<file path="src/rtl/fractal_pkg.sv">
// Shared types and the iteration-count colormap for the fractal pixel path.
package fractal_pkg;

    localparam int MAX_ITER = 255;

    typedef logic [23:0] rgb888_t;

    typedef struct packed {
        rgb888_t data;
        logic    user;
        logic    last;
    } pixel_beat_t;

    // Points inside the set render black; everything else gets a simple ramp palette.
    function automatic rgb888_t colormap(input logic [7:0] iter, input logic [7:0] max_iter);
        if (iter == max_iter) begin
            return 24'h000000;
        end
        return {iter, iter[6:0], 1'b0, ~iter};
    endfunction

endpackage

</file>
<file path="src/rtl/fractal_stream_sink_fifo.sv">
// Synchronous FIFO with flop-held head, full flag and synchronous flush on reset.
module sync_fifo #(
    parameter int WIDTH = 26,
    parameter int DEPTH = 64
) (
    input  logic             clk,
    input  logic             resetn,
    input  logic             i_wr_en,
    input  logic [WIDTH-1:0] i_wr_data,
    input  logic             i_rd_en,
    output logic [WIDTH-1:0] o_rd_data,
    output logic             o_valid,
    output logic             o_full
);

    localparam int AW = $clog2(DEPTH);
    localparam logic [AW:0] FULL_CNT = (AW+1)'(DEPTH);

    logic [WIDTH-1:0] r_mem [DEPTH];
    logic [AW-1:0]    r_wr_ptr;
    logic [AW-1:0]    r_rd_ptr;
    logic [AW:0]      r_count;
    logic             r_valid;
    logic             w_push;
    logic             w_pop;
    logic [AW:0]      w_count_next;

    // A pop in the same cycle frees the slot, so a full FIFO still accepts the write.
    assign w_pop        = i_rd_en && r_valid;
    assign o_full       = (r_count == FULL_CNT);
    assign w_push       = i_wr_en && (!o_full || w_pop);
    assign w_count_next = r_count + {{AW{1'b0}}, w_push} - {{AW{1'b0}}, w_pop};

    always_ff @(posedge clk) begin
        if (!resetn) begin
            r_wr_ptr <= '0;
            r_rd_ptr <= '0;
            r_count  <= '0;
            r_valid  <= 1'b0;
        end else begin
            if (w_push) r_wr_ptr <= r_wr_ptr + 1'b1;
            if (w_pop)  r_rd_ptr <= r_rd_ptr + 1'b1;
            r_count <= w_count_next;
            r_valid <= (w_count_next != '0);
        end
    end

    always_ff @(posedge clk) begin
        if (w_push) r_mem[r_wr_ptr] <= i_wr_data;
    end

    assign o_valid   = r_valid;
    assign o_rd_data = r_valid ? r_mem[r_rd_ptr] : '0;

endmodule

</file>
<file path="src/rtl/fractal_stream_sink.sv">
// Receives the fractal pixel stream, checks framing, colormaps, and buffers for an AXIS consumer.
module fractal_stream_sink #(
    parameter int FIFO_DEPTH = 64,
    parameter int MAX_ITER   = fractal_pkg::MAX_ITER
) (
    input  logic        clk,
    input  logic        resetn,
    input  logic [15:0] width,
    input  logic [15:0] height,
    input  logic [7:0]  s_data,
    input  logic        s_user,
    input  logic        s_last,
    input  logic        s_valid,
    output logic [23:0] m_tdata,
    output logic        m_tuser,
    output logic        m_tlast,
    output logic        m_tvalid,
    input  logic        m_tready,
    input  logic        status_clear,
    output logic        sof_err,
    output logic        eol_err,
    output logic        overflow,
    output logic [15:0] frame_count
);
    import fractal_pkg::*;

    logic [15:0] r_width;
    logic [15:0] r_height;
    logic [15:0] r_x;
    logic [15:0] r_y;
    logic [15:0] r_frame_count;
    logic        r_synced;
    logic        r_s1_valid;
    pixel_beat_t r_s1_beat;
    logic        r_sof_err;
    logic        r_eol_err;
    logic        r_overflow;

    logic        w_accept;
    logic [15:0] w_x;
    logic [15:0] w_y;
    logic        w_x_end;
    logic        w_y_end;
    logic        w_eol;
    logic        w_sof_set;
    logic        w_eol_set;
    logic        w_ovf_set;
    logic        w_full;
    pixel_beat_t w_head;

    // A frame-start beat is always pixel (0,0), whatever the counters say.
    assign w_accept  = s_valid && (r_synced || s_user);
    assign w_x       = s_user ? 16'd0 : r_x;
    assign w_y       = s_user ? 16'd0 : r_y;
    assign w_x_end   = (w_x == r_width - 16'd1);
    assign w_y_end   = (w_y == r_height - 16'd1);
    assign w_eol     = w_x_end || s_last;
    assign w_sof_set = w_accept && s_user && r_synced && ((r_x != 16'd0) || (r_y != 16'd0));
    assign w_eol_set = w_accept && (w_x_end != s_last);
    assign w_ovf_set = r_s1_valid && w_full && !(m_tvalid && m_tready);

    always_ff @(posedge clk) begin
        if (!resetn) begin
            r_width       <= width;
            r_height      <= height;
            r_x           <= '0;
            r_y           <= '0;
            r_frame_count <= '0;
            r_synced      <= 1'b0;
            r_s1_valid    <= 1'b0;
            r_s1_beat     <= '0;
            r_sof_err     <= 1'b0;
            r_eol_err     <= 1'b0;
            r_overflow    <= 1'b0;
        end else begin
            r_s1_valid <= w_accept;
            if (w_accept) begin
                r_synced  <= 1'b1;
                r_s1_beat <= '{data: colormap(s_data, 8'(MAX_ITER)),
                               user: (w_x == 16'd0) && (w_y == 16'd0),
                               last: w_eol};
                if (w_eol) begin
                    r_x <= '0;
                    if (w_y_end) begin
                        r_y           <= '0;
                        r_frame_count <= r_frame_count + 16'd1;
                    end else begin
                        r_y <= w_y + 16'd1;
                    end
                end else begin
                    r_x <= w_x + 16'd1;
                    r_y <= w_y;
                end
            end
            r_sof_err  <= w_sof_set | (r_sof_err  & ~status_clear);
            r_eol_err  <= w_eol_set | (r_eol_err  & ~status_clear);
            r_overflow <= w_ovf_set | (r_overflow & ~status_clear);
        end
    end

    sync_fifo #(
        .WIDTH ($bits(pixel_beat_t)),
        .DEPTH (FIFO_DEPTH)
    ) u_fifo (
        .clk       (clk),
        .resetn    (resetn),
        .i_wr_en   (r_s1_valid),
        .i_wr_data (r_s1_beat),
        .i_rd_en   (m_tready),
        .o_rd_data (w_head),
        .o_valid   (m_tvalid),
        .o_full    (w_full)
    );

    assign m_tdata     = w_head.data;
    assign m_tuser     = w_head.user;
    assign m_tlast     = w_head.last;
    assign sof_err     = r_sof_err;
    assign eol_err     = r_eol_err;
    assign overflow    = r_overflow;
    assign frame_count = r_frame_count;

endmodule

</file>
<file path="config.mk">
export PLATFORM = sky130hd
export DESIGN_NAME = fractal_stream_sink
export DESIGN_NICKNAME = d
export VERILOG_FILES = /design/src/rtl/fractal_pkg.sv /design/src/rtl/fractal_stream_sink_fifo.sv /design/src/rtl/fractal_stream_sink.sv
export SDC_FILE = /design/constraint.sdc
export NUM_CORES = 1
export LEC_CHECK = 0
export CAP_MARGIN = 40
export CORE_UTILIZATION = 35
export CTS_CLUSTER_SIZE = 30
export DETAILED_ROUTE_END_ITERATION = 7
export PLACE_DENSITY_LB_ADDON = 0.2
export REMOVE_ABC_BUFFERS = 1
export SYNTH_ARGS = -nofsm -noshare
export SYNTH_HDL_FRONTEND = slang
export SYNTH_SLANG_ARGS = --single-unit
</file>
<file path="constraint.sdc">
create_clock -name clk -period 7.9 [get_ports clk]
set_clock_uncertainty 0.05 [all_clocks]
set_input_delay 1.975 -clock clk [delete_from_list [all_inputs] [get_ports clk]]
set_output_delay 1.975 -clock clk [all_outputs]
set_load 0.01 [all_outputs]
</file>
* After elaboration in Yosys (flattened, before gate mapping)
Memories as Yosys holds them, arrays and structs flattened. A register that Yosys moved wholly into a read port is not among the register bits.
Index checks and enable logic that the tools add are counted.
W data, S select, Z words.
** Cells by class
- Eq/ne operators :: 5
- Reductions and logical operators :: 22
- Muxes and demuxes :: 15
- Add/sub/neg operators :: 9
- Bitwise logic cells :: 8
** Operator list (number)
- $mux W16 :: 5
- $add A16 B1 Y16 const B :: 3
- $mux W24 :: 2
- $eq A16 B16 Y1 :: 2
- $logic_not A16 Y1 :: 2
- $reduce_bool A16 Y1 :: 2
- $sub A16 B1 Y16 const B :: 2
- $mux W26 :: 1
- $add A6 B1 Y6 const B :: 2
- $mux W6 :: 2
- $logic_and A1 B1 Y1 :: 10
- $eq A8 B8 Y1 const B :: 1
- $not A8 Y8 :: 1
- $add A7 B1 Y7 :: 1
- $eq A7 B7 Y1 const B :: 1
- $reduce_bool A7 Y1 :: 1
- $sub A7 B1 Y7 :: 1
- $mux W1 :: 5
- $logic_or A1 B1 Y1 :: 4
- $and A1 B1 Y1 :: 3
- $or A1 B1 Y1 :: 3
- $reduce_and A3 Y1 :: 1
- $logic_not A1 Y1 :: 2
- $ne A1 B1 Y1 :: 1
- $not A1 Y1 :: 1
** Word-level totals
- Output and inout bits :: 46
- Bits in writable memories :: 1664
- Word-level logic and storage cells :: 77
- Bits in registers :: 131
- Input bits :: 47
- Memories kept :: 1
** Memory list
- u_fifo.r_mem :: depth 64, width 26, read ports 1, clocked after Yosys merged registers in 1, write ports 1, RTL line fractal_stream_sink_fifo.sv:19 : logic [WIDTH-1:0] r_mem [DEPTH];

* Longest topological paths before layout
Gate-level depths: netlist (run 1).
- Word-level depth :: 7
- Mapped depth :: 20
- Gate-level depth less buffers :: 19

* Cells and area by module
Synthesis (run 1) repeated with hierarchy kept, for this count alone.
** Unflattened totals
- Cells, all modules :: 3530
- Area, all modules :: 70931.8 µm²
** Modules (own cells, without submodules)
- sync_fifo :: cells an instance 2862, sequential area each 50488.4 µm², area an instance 65078.7 µm², times used 1
- fractal_stream_sink :: cells an instance 668, sequential area each 2382.3 µm², area an instance 5853.1 µm², times used 1

* Least setup slack after synthesis (run 1)
No wires, ideal clock.
- Path kind :: input to register
- Start point :: input s_user
- End point :: register r_y[14]
- Path buffers :: 2
- Required time :: 7728 ps
- Stages on the path :: 18
- Slack :: 2256 ps
- Arrival time :: 5473 ps
- Cells stage by stage :: clkbuf_1 > clkbuf_1 > nand2b_1 > inv_1 > xnor2_1 > a2111oi_0 > nand4_1 > nor3_1 > o2111ai_1 > ha_1 > nor2b_1 > or3b_2 > nor2_1 > and3_1 > nand3_1 > or2_2 > nor4b_1 > a221o_1
** On the way
- Word-level cells in the longest chain between the ends :: 4
** RTL lines
- from (decl) :: RTL line fractal_stream_sink.sv:11 : input logic s_user,
- $mux W16 (on tied branches) :: RTL line fractal_stream_sink.sv:54, fractal_stream_sink.sv:53
- $add A16 B1 Y16, or another cell as far along :: RTL line fractal_stream_sink.sv:88 : r_y <= w_y + 16'd1;
- $mux W16 or $logic_or A1 B1 Y1 (tied branches) :: RTL line fractal_stream_sink.sv:84, fractal_stream_sink.sv:57
- $mux W16 :: RTL line fractal_stream_sink.sv:82 : if (w_eol) begin
- to (signal assigned) :: RTL line fractal_stream_sink.sv:88
- to (signal assigned) :: RTL line fractal_stream_sink.sv:92 : r_y <= w_y;
- to (decl) :: RTL line fractal_stream_sink.sv:30 : logic [15:0] r_y;
Several ways; a longest one is shown, not always the timed one.
A chain may end at the register's enable or synchronous reset.

==> run summary, run 1 <==
The effective utilization at floorplan came out at 0.3533. The cell area power density is roughly 250 mW/mm^2. The average wire per cell in the routed design came out at 26.90 um. The cell taking the most area after synthesis is sky130_fd_sc_hd__edfxtp_1.

For this run, the number of Yosys warnings is 0. The worst hold slack after final layout is slightly below 0.4 ns. Of the cells placed in the final design, the portion with a size suffix greater than 1 is 0.2806. Entering global routing, the biggest net connects between 70 and 80 pins.

Post-CTS repair changed the size of 0 cells. The number of antenna violations at the first check in global routing was 3. The number of enable-type register cells in the synthesized netlist is 1184.

The total wirelength of the detailed-routed design is 126300 um. The first detailed-routing pass took 7 iterations. The worst IR drop on VDD is 0.0001671 V.

The first global-routing pass estimated roughly 180000 um of wire. The share of flip-flops with an asynchronous set or reset after synthesis came out at 0. The worst pin sits at a relative slew slack of 0.3801.

The nature of the critical path startpoint is a flip-flop. The flip-flop and latch count after synthesis is 1281. The floorplan has 139 rows. The number of buffers inserted by port buffering came out at 91. The maximum fanout along the worst path came out at 48. The clock latency on the worst-skew pair came out at 0.76 ns. The final-report hold violation count is 0.

The HPWL reported at the end of detailed placement is between 70000 and 80000 um. The via count of the first global-routing pass is roughly 26000. By startpoint and endpoint, the worst setup path is classified as reg2out.

The number of maximum-capacitance constraint violations came out at 0. The highest clock rate is 0.1496 GHz. The share of the Yosys chip area taken by registers is 0.7379. The overall die height is 383.0 um. Setup repair after global routing left no endpoint under its margin. OpenSTA, run right after detailed placement, puts the worst setup slack at approximately 0.93 ns.

The count of vias placed by the detailed router came out at between 20000 and 25000. The final setup slack of the worst path is around 1.2 ns. The max-slew violation count was 0. The data arrival time of the worst path came out at 4.66 ns. For this run, the leading register cell type out of synthesis is sky130_fd_sc_hd__edfxtp_1. The post-route fraction of the period consumed by the critical path came out at 0.8464.

For this run, the total global-route usage over all layers was measured as 0.1736. In this run the clock root is driven by a sky130_fd_sc_hd__clkbuf_16. TritonCTS built the clock tree. From synthesis to final layout, the design area changed by 17.52%. The global route total overflow came out at 0.

The post-CTS setup-driven buffer insertion count came out at 0. The top-level port count came out at 93. The flow ran to the end, but the final reports show violations.

Buffers inserted during clock tree synthesis total around 140. Ranked by total cell area, the synthesized netlist is headed by sky130_fd_sc_hd__edfxtp_1 (70%), sky130_fd_sc_hd__mux4_2 (17%), sky130_fd_sc_hd__dfxtp_1 (3.8%), sky130_fd_sc_hd__nor2_1 (1.1%), sky130_fd_sc_hd__xnor2_1 (0.72%). The number of hold buffers added after CTS is 0.

Counting every sink on the clock net gives between 1000 and 1500. The clock-pin slew reported for the worst setup and hold paths after clock tree synthesis came out at around 0.060 ns. The worst endpoint required time came out at roughly 5.9 ns. Adding up every negative setup slack in the final design gives 0 ns. Using the TritonRoute via totals, the vias-per-cell ratio works out to between 5 and 6. At the pin with the least slew margin, the transition time is between 0.9 and 1 ns.

The weighted congestion at the end of routability-driven global placement is between 0.8 and 0.9. The buffer levels on the longest clock path came out at 3. In the routed design, unresolved DRC markers number 10. The area of the mapped netlist came out at between 0.05 and 0.06 mm^2. The die width came out at between 300 and 400 um. The floorplan step defined a die boundary enclosing about 0.15 mm^2. The analysis attributes to cell leakage a power of ~0.018 uW. A synthesized cell averages approximately 20 um^2. The core region is 0.1438 mm^2. The number of setup violations in the final report came out at 0. The minimum clock period after layout is roughly 6.7 ns. The tightest min-delay check is of the reg2reg type. The H-tree level count came out at 4. The netlist uses 71 different library cells. The worst setup path is captured at an output pin. The overall power came out at about 15000 uW. For this block, the initial DRC count from the detailed router was roughly 2400. The share of the synthesized area in the top cell type is 0.6997. The final reports fail on DRC. The post-synthesis cell count is roughly 2500. The final net count came out at roughly 2700.

The remaining number of nets flagged by the antenna check after routing came out at 0.
Yosys cell counts (8+ instances only):
master and count:
sky130_fd_sc_hd__a211oi_1 11, sky130_fd_sc_hd__a21oi_1 24, sky130_fd_sc_hd__a22o_1 11, sky130_fd_sc_hd__a22oi_1 8
sky130_fd_sc_hd__and2_1 27, sky130_fd_sc_hd__and3_1 11, sky130_fd_sc_hd__buf_1 40, sky130_fd_sc_hd__buf_4 8
sky130_fd_sc_hd__clkbuf_1 80, sky130_fd_sc_hd__dfxtp_1 97, sky130_fd_sc_hd__edfxtp_1 1184, sky130_fd_sc_hd__ha_1 20
sky130_fd_sc_hd__inv_1 29, sky130_fd_sc_hd__mux4_2 378, sky130_fd_sc_hd__nand2_1 56, sky130_fd_sc_hd__nand2b_1 32
sky130_fd_sc_hd__nand3_1 33, sky130_fd_sc_hd__nand4_1 9, sky130_fd_sc_hd__nor2_1 151, sky130_fd_sc_hd__nor2b_1 22
sky130_fd_sc_hd__nor3_1 17, sky130_fd_sc_hd__nor4_1 16, sky130_fd_sc_hd__o21ai_0 27, sky130_fd_sc_hd__or3_1 8
sky130_fd_sc_hd__xnor2_1 42, sky130_fd_sc_hd__xor2_1 21
state kept, by name, summed over array words and instances, names as in the netlist, 7 cells and up, named ones only:
register / flops
r_height: 16
frame_count: 16
r_s1_beat: 18
r_width: 16
r_y: 16
r_x: 16
u_fifo.r_mem: 1152
u_fifo.r_count: 7
where the power goes:
part | internal, uW | total (uW) | switching, uW
Combinational | 561 | 1150 | 592
Sequential | 7480 | 7570 | 91.3
Clock | 3680 | 6330 | 2650
Total | 11700 | 15100 | 3330
cells in the final DEF (no fill, tap or decap), types with 8 or more instances in the layout:
cell type                            n
sky130_fd_sc_hd__mux4_2            378
sky130_fd_sc_hd__edfxtp_1         1184
sky130_fd_sc_hd__clkbuf_1           25
sky130_fd_sc_hd__nand2b_1           32
sky130_fd_sc_hd__buf_16             17
sky130_fd_sc_hd__a22oi_1             8
sky130_fd_sc_hd__nor4_1             16
sky130_fd_sc_hd__clkinv_1           26
sky130_fd_sc_hd__bufinv_16          10
sky130_fd_sc_hd__dfxtp_1            75
sky130_fd_sc_hd__xnor2_1            42
sky130_fd_sc_hd__o21ai_0            27
sky130_fd_sc_hd__buf_12             20
sky130_fd_sc_hd__xor2_1             21
sky130_fd_sc_hd__nor2_2             35
sky130_fd_sc_hd__nand2_1            56
sky130_fd_sc_hd__dfxtp_2            18
sky130_fd_sc_hd__clkdlybuf4s50_1    90
sky130_fd_sc_hd__ha_1               20
sky130_fd_sc_hd__nor2b_1            22
sky130_fd_sc_hd__and3_1             11
sky130_fd_sc_hd__a22o_1             11
sky130_fd_sc_hd__clkbuf_16         144
sky130_fd_sc_hd__nor3_1             17
sky130_fd_sc_hd__and2_1             27
sky130_fd_sc_hd__a211oi_1           11
sky130_fd_sc_hd__nor2_1             87
sky130_fd_sc_hd__clkinv_2           24
sky130_fd_sc_hd__nor2_4             29
sky130_fd_sc_hd__nand3_1            33
sky130_fd_sc_hd__a21oi_1            24
sky130_fd_sc_hd__buf_4              60
sky130_fd_sc_hd__or3_1               8
sky130_fd_sc_hd__inv_1              29
sky130_fd_sc_hd__nand4_1             9
logic make-up after synthesis:
logic type / after synthesis / synth area share
compound gates: 146 / 0.02123
xor+xnor: 63 / 0.01086
fa+ha+maj: 21 / 0.005319
buf+inv: 162 / 0.01290
flops: 1281 / 0.7379
mux: 385 / 0.1689
other cells: 1 / 0.00007380
simple gates: 423 / 0.04275
worst paths after layout:
check	start	to	slack, ns	cells past startpoint
setup / recovery	flip-flop	m_tdata[2]	1.21	6
hold / removal	r_s1_beat[1]	r_s1_beat[1]	0.40	2
setup reg to reg	r_width[0]	r_y[14]	2.53	17
hold reg to reg	r_s1_beat[1]	r_s1_beat[1]	0.40	2
final cells by class:
| cell class | instances | area (um^2) |
|---|---|---|
| diodes | 2 | 5.005 |
| well taps | 1903 | 2381 |
| clock inverters | 77 | 709.4 |
| multi-input cells | 1039 | 12970 |
| clock buffers | 171 | 3725 |
| fillers | 12420 | 84110 |
| inverters | 30 | 113.9 |
| flip-flops and latches | 1281 | 37530 |
| repair buffers | 192 | 2281 |
routing by layer:
metal,track usage,up-vias,routed length (um)
met3,0.02823,148,6530
met5,0,-,11
li1,-,10700,-
met1,0.2390,13420,55350
met2,0.2880,704,62480
met4,0.04126,2,1928
critical path: stages (launching register included):
cell and delay, ns:
sky130_fd_sc_hd__dfxtp_4 0.91, sky130_fd_sc_hd__buf_4 0.65, sky130_fd_sc_hd__mux4_2 0.41, sky130_fd_sc_hd__mux4_2 0.60, sky130_fd_sc_hd__mux4_2 0.58, sky130_fd_sc_hd__and2_1 0.19, sky130_fd_sc_hd__clkdlybuf4s50_1 0.48
metrics by stage:
stage | utilization | cells | area (um^2)
final | 0.4152 | 4695 | 59710
after global routing | 0.4151 | 4693 | 59710
after CTS | 0.4151 | 4693 | 59710
after detailed placement | 0.3843 | 4445 | 55280
after global placement | 0.3791 | 4413 | 54530
after floorplan | - | 2350 | 50270
(Power assumes the default switching activity.)
==> run 2, diff against run 1 <==
==> constraint.sdc (replaced) <==
create_clock -name clk -period 6.1 [get_ports clk]
set_clock_uncertainty 0.05 [all_clocks]
set_input_delay 1.525 -clock clk [delete_from_list [all_inputs] [get_ports clk]]
set_output_delay 1.525 -clock clk [all_outputs]
set_load 0.01 [all_outputs]
==> run summary, run 2 (synthesis gave the netlist of run 1 again) <==
Status: finished with violations (unchanged). Violated checks: DRC (unchanged). The register-to-register path setup slack came to 0.97 ns (was 2.53 ns).

The cell with the largest stage delay on the worst path is sky130_fd_sc_hd__dfxtp_4 (unchanged). The number of antenna violations at the first check in global routing is 13 (was 3). The post-route fraction of the period consumed by the critical path is 0.9617. The type of element capturing the critical path is an output pin (unchanged). The number of maximum-capacitance constraint violations is 0 (unchanged). The utilization after layout is 0.4116 (was 0.4152). The die width is 383.0 um (unchanged). Unrepaired setup endpoints after global routing: no (unchanged). The final setup slack of the worst path came out at 0.2339 ns (was 1.214 ns). The worst endpoint required time is 4.53 ns (was 5.88 ns). The cell area power density is 322.7 mW/mm^2 (was 252.1 mW/mm^2). The minimum clock period after layout came out at between 5 and 6 ns. The overall die height was 383.0 um (unchanged). The number of placement rows was 139 (unchanged). Regs by FF count: u_fifo.r_mem (1152), r_s1_beat (18) (unchanged). The top-level port count is 93 (unchanged). The launch point of the worst reg-to-reg path is r_width[0] (unchanged). The DRC violation count after routing was 30 (was 10). The relative area change from synthesis to final layout is 16.52% (was 17.52%).

The area of the die came to 0.1467 mm^2 (unchanged). The most common cell after layout, fill and taps aside was sky130_fd_sc_hd__edfxtp_1 (unchanged). The post-CTS setup-driven buffer insertion count came out at 0 (unchanged). The average wire per cell in the routed design is 27.00 um (was 26.90 um).

The final net count is 2777 (was 2747). The post-CTS resize count came out at 0 (unchanged). The area of the core came to 0.1438 mm^2 (unchanged). The largest stage delay on the critical path is 0.84 ns (was 0.91 ns). The most flop-heavy register is u_fifo.r_mem (unchanged). The number of hold buffers added after CTS came to 0 (unchanged).

The via count of the first global-routing pass came out at 26220 (was 25970). The number of setup violations in the final report is 0 (unchanged). The maximum fanout along the worst path is 35 (was 48). The overall power is 19100 uW (was 15050 uW). Cell Chain, Critical Path: buf_4 -> mux4_2 -> mux4_2 -> mux4_2 -> and2_1 -> clkdlybuf4s50_1 (unchanged). The global route total overflow is 0 (unchanged).

The worst max-slew margin expressed relative to the limit came out at 0.4375 (was 0.3801). The global-route wire length before repair is 184700 um (was 182200 um). The H-tree level count came out at 4 (unchanged). The total wirelength of the detailed-routed design came out at 127400 um (was 126300 um). The root buffer cell is sky130_fd_sc_hd__clkbuf_16 (unchanged).

The vias per cell came out at 5.307 (was 5.319). The number of clock sinks seen by CTS came out at 1281 (unchanged). The fill cell total of the finished layout is 12560 (was 12420). The data arrival time of the worst path came out at 4.29 ns (was 4.66 ns). The total routing usage reported by global routing is 0.1762 (was 0.1736). The DRC marker count from the first detailed-route iteration is 2447 (unchanged). The capturing point of the worst reg2reg path is r_y[14] (unchanged). The remaining number of nets flagged by the antenna check after routing came out at 0 (unchanged). The share of post-route cells with drive strength above 1 was 0.2821 (was 0.2806).

The clock latency on the worst-skew pair came out at 0.75 ns (was 0.76 ns). The clock-pin slew reported for the worst setup and hold paths after clock tree synthesis is 0.06 ns (about the same). The worst-margin pin slew came out at 0.8418 ns (was 0.9273 ns).

The count of buffer and inverter cells on the critical path came out at 2 (unchanged). The worst IR drop on VDD came out at 0.0002066 V (was 0.0001671 V). The HPWL reported at the end of detailed placement is 74190 um (was 74080 um). The buffer levels on the longest clock path is 3 (unchanged). The nature of the critical path startpoint was a flip-flop (unchanged). The capture endpoint of the worst hold path is r_s1_beat[1] (unchanged). The number of cells on the worst hold path came out at 2 (unchanged). The final-report hold violation count came out at 0 (unchanged). The clock tree from TritonCTS is built (unchanged).

Static timing analysis puts the maximum clock frequency at roughly 0.17 GHz. The largest delay contributor family on the critical path is multiplexers (unchanged). The count of vias placed by the detailed router was 25040 (was 24980). The post-place setup slack is 0.04332 ns (was 0.9311 ns). The startpoint of the lowest-slack hold path was r_s1_beat[1] (unchanged).

The maximum number of pins on one net before global-route repair came to 65 (was 74). The first-pass detailed-route iteration total is 7 (unchanged). The max-slew violation count is 0 (unchanged). The number of flip-flops in the largest register came out at 1152 (unchanged).

The most common cell type on the critical path was sky130_fd_sc_hd__mux4_2 (unchanged). The cell leakage power was 0.01807 uW (was 0.01817 uW). Most used cells in the layout excluding fill and tap cells: sky130_fd_sc_hd__edfxtp_1 (1184), sky130_fd_sc_hd__mux4_2 (378), sky130_fd_sc_hd__clkbuf_16 (142) (was sky130_fd_sc_hd__edfxtp_1 (1184), sky130_fd_sc_hd__mux4_2 (378), sky130_fd_sc_hd__clkbuf_16 (144)). The weighted congestion at the end of routability-driven global placement is 0.8244 (was 0.8038).

The worst hold-check path type is reg2reg (unchanged). The effective utilization at floorplan is 0.3533 (unchanged). The startpoint-to-endpoint class of the critical path is reg2out (unchanged). The cell depth of the worst setup path is 6 (unchanged). The total CTS buffers came out at 136 (was 135). The number of buffers inserted by port buffering is 91 (unchanged). The depth of the worst register-to-register path is 17 (unchanged).
run 2: where the power goes:
group	leakage, uW	switching, uW	internal, uW
logic	0.00445	817	744
clock network	0.00201	3340	4420
registers	0.0116	93.9	9690
run 2: stage by stage:
| step | cell area, um^2 | hold WS [ns] | instances | TNS (ns) |
|---|---|---|---|---|
| after CTS | 59200 | 0.4050 | 4714 | 0 |
| after floorplan | 50270 | 0.4031 | 2350 | -224.93 |
| final | 59210 | 0.3974 | 4718 | 0 |
| after global routing | 59200 | 0.4138 | 4714 | 0 |
| after detailed placement | 55050 | 0.3940 | 4474 | 0 |
| after global placement | 54920 | 0.3867 | 4468 | 0 |
run 2: layout make-up:
cell class              instances  area, um^2  share of cell area
diodes                          4       10.01           0.0001691
clock buffers                 172        3666             0.06192
clock inverters                68       475.5            0.008031
inverters                      30       113.9            0.001923
multi-input cells            1039       12830              0.2166
flip-flops and latches       1281       37530              0.6340
well taps                    1903        2381             0.04022
repair buffers                221        2200             0.03715
run 2: worst register-to-register path, cell delays in order (launching register included):
cell	delay, ns
sky130_fd_sc_hd__edfxtp_1	0.42
sky130_fd_sc_hd__nor3_1	0.65
sky130_fd_sc_hd__nand3_1	0.27
sky130_fd_sc_hd__or3_1	0.38
sky130_fd_sc_hd__or3_1	0.38
sky130_fd_sc_hd__mux2_2	0.25
sky130_fd_sc_hd__mux2i_1	0.06
sky130_fd_sc_hd__nor2b_1	0.11
sky130_fd_sc_hd__o2111ai_1	0.20
sky130_fd_sc_hd__ha_1	0.28
sky130_fd_sc_hd__nor2b_1	0.18
sky130_fd_sc_hd__or3b_2	0.50
sky130_fd_sc_hd__nor2_1	0.20
sky130_fd_sc_hd__and3_1	0.22
sky130_fd_sc_hd__nand3_1	0.13
sky130_fd_sc_hd__or2_2	0.33
sky130_fd_sc_hd__nor4b_1	0.14
sky130_fd_sc_hd__a221o_1	0.28
run 2: worst max-delay path by stage:
stage                  endpoint  slack, ns
finish                  m_tuser       0.23
global route         m_tdata[0]       0.08
CTS                 m_tdata[12]       0.13
detailed placement      r_y[14]       0.04
global placement        r_y[14]       0.11
floorplan           m_tdata[10]      -9.01
run 2: layer usage:
layer	track usage	wire length [um]
met1	0.2385	54290
met2	0.2809	60880
met4	0.04919	2543
met3	0.04523	9575
met5	0	115
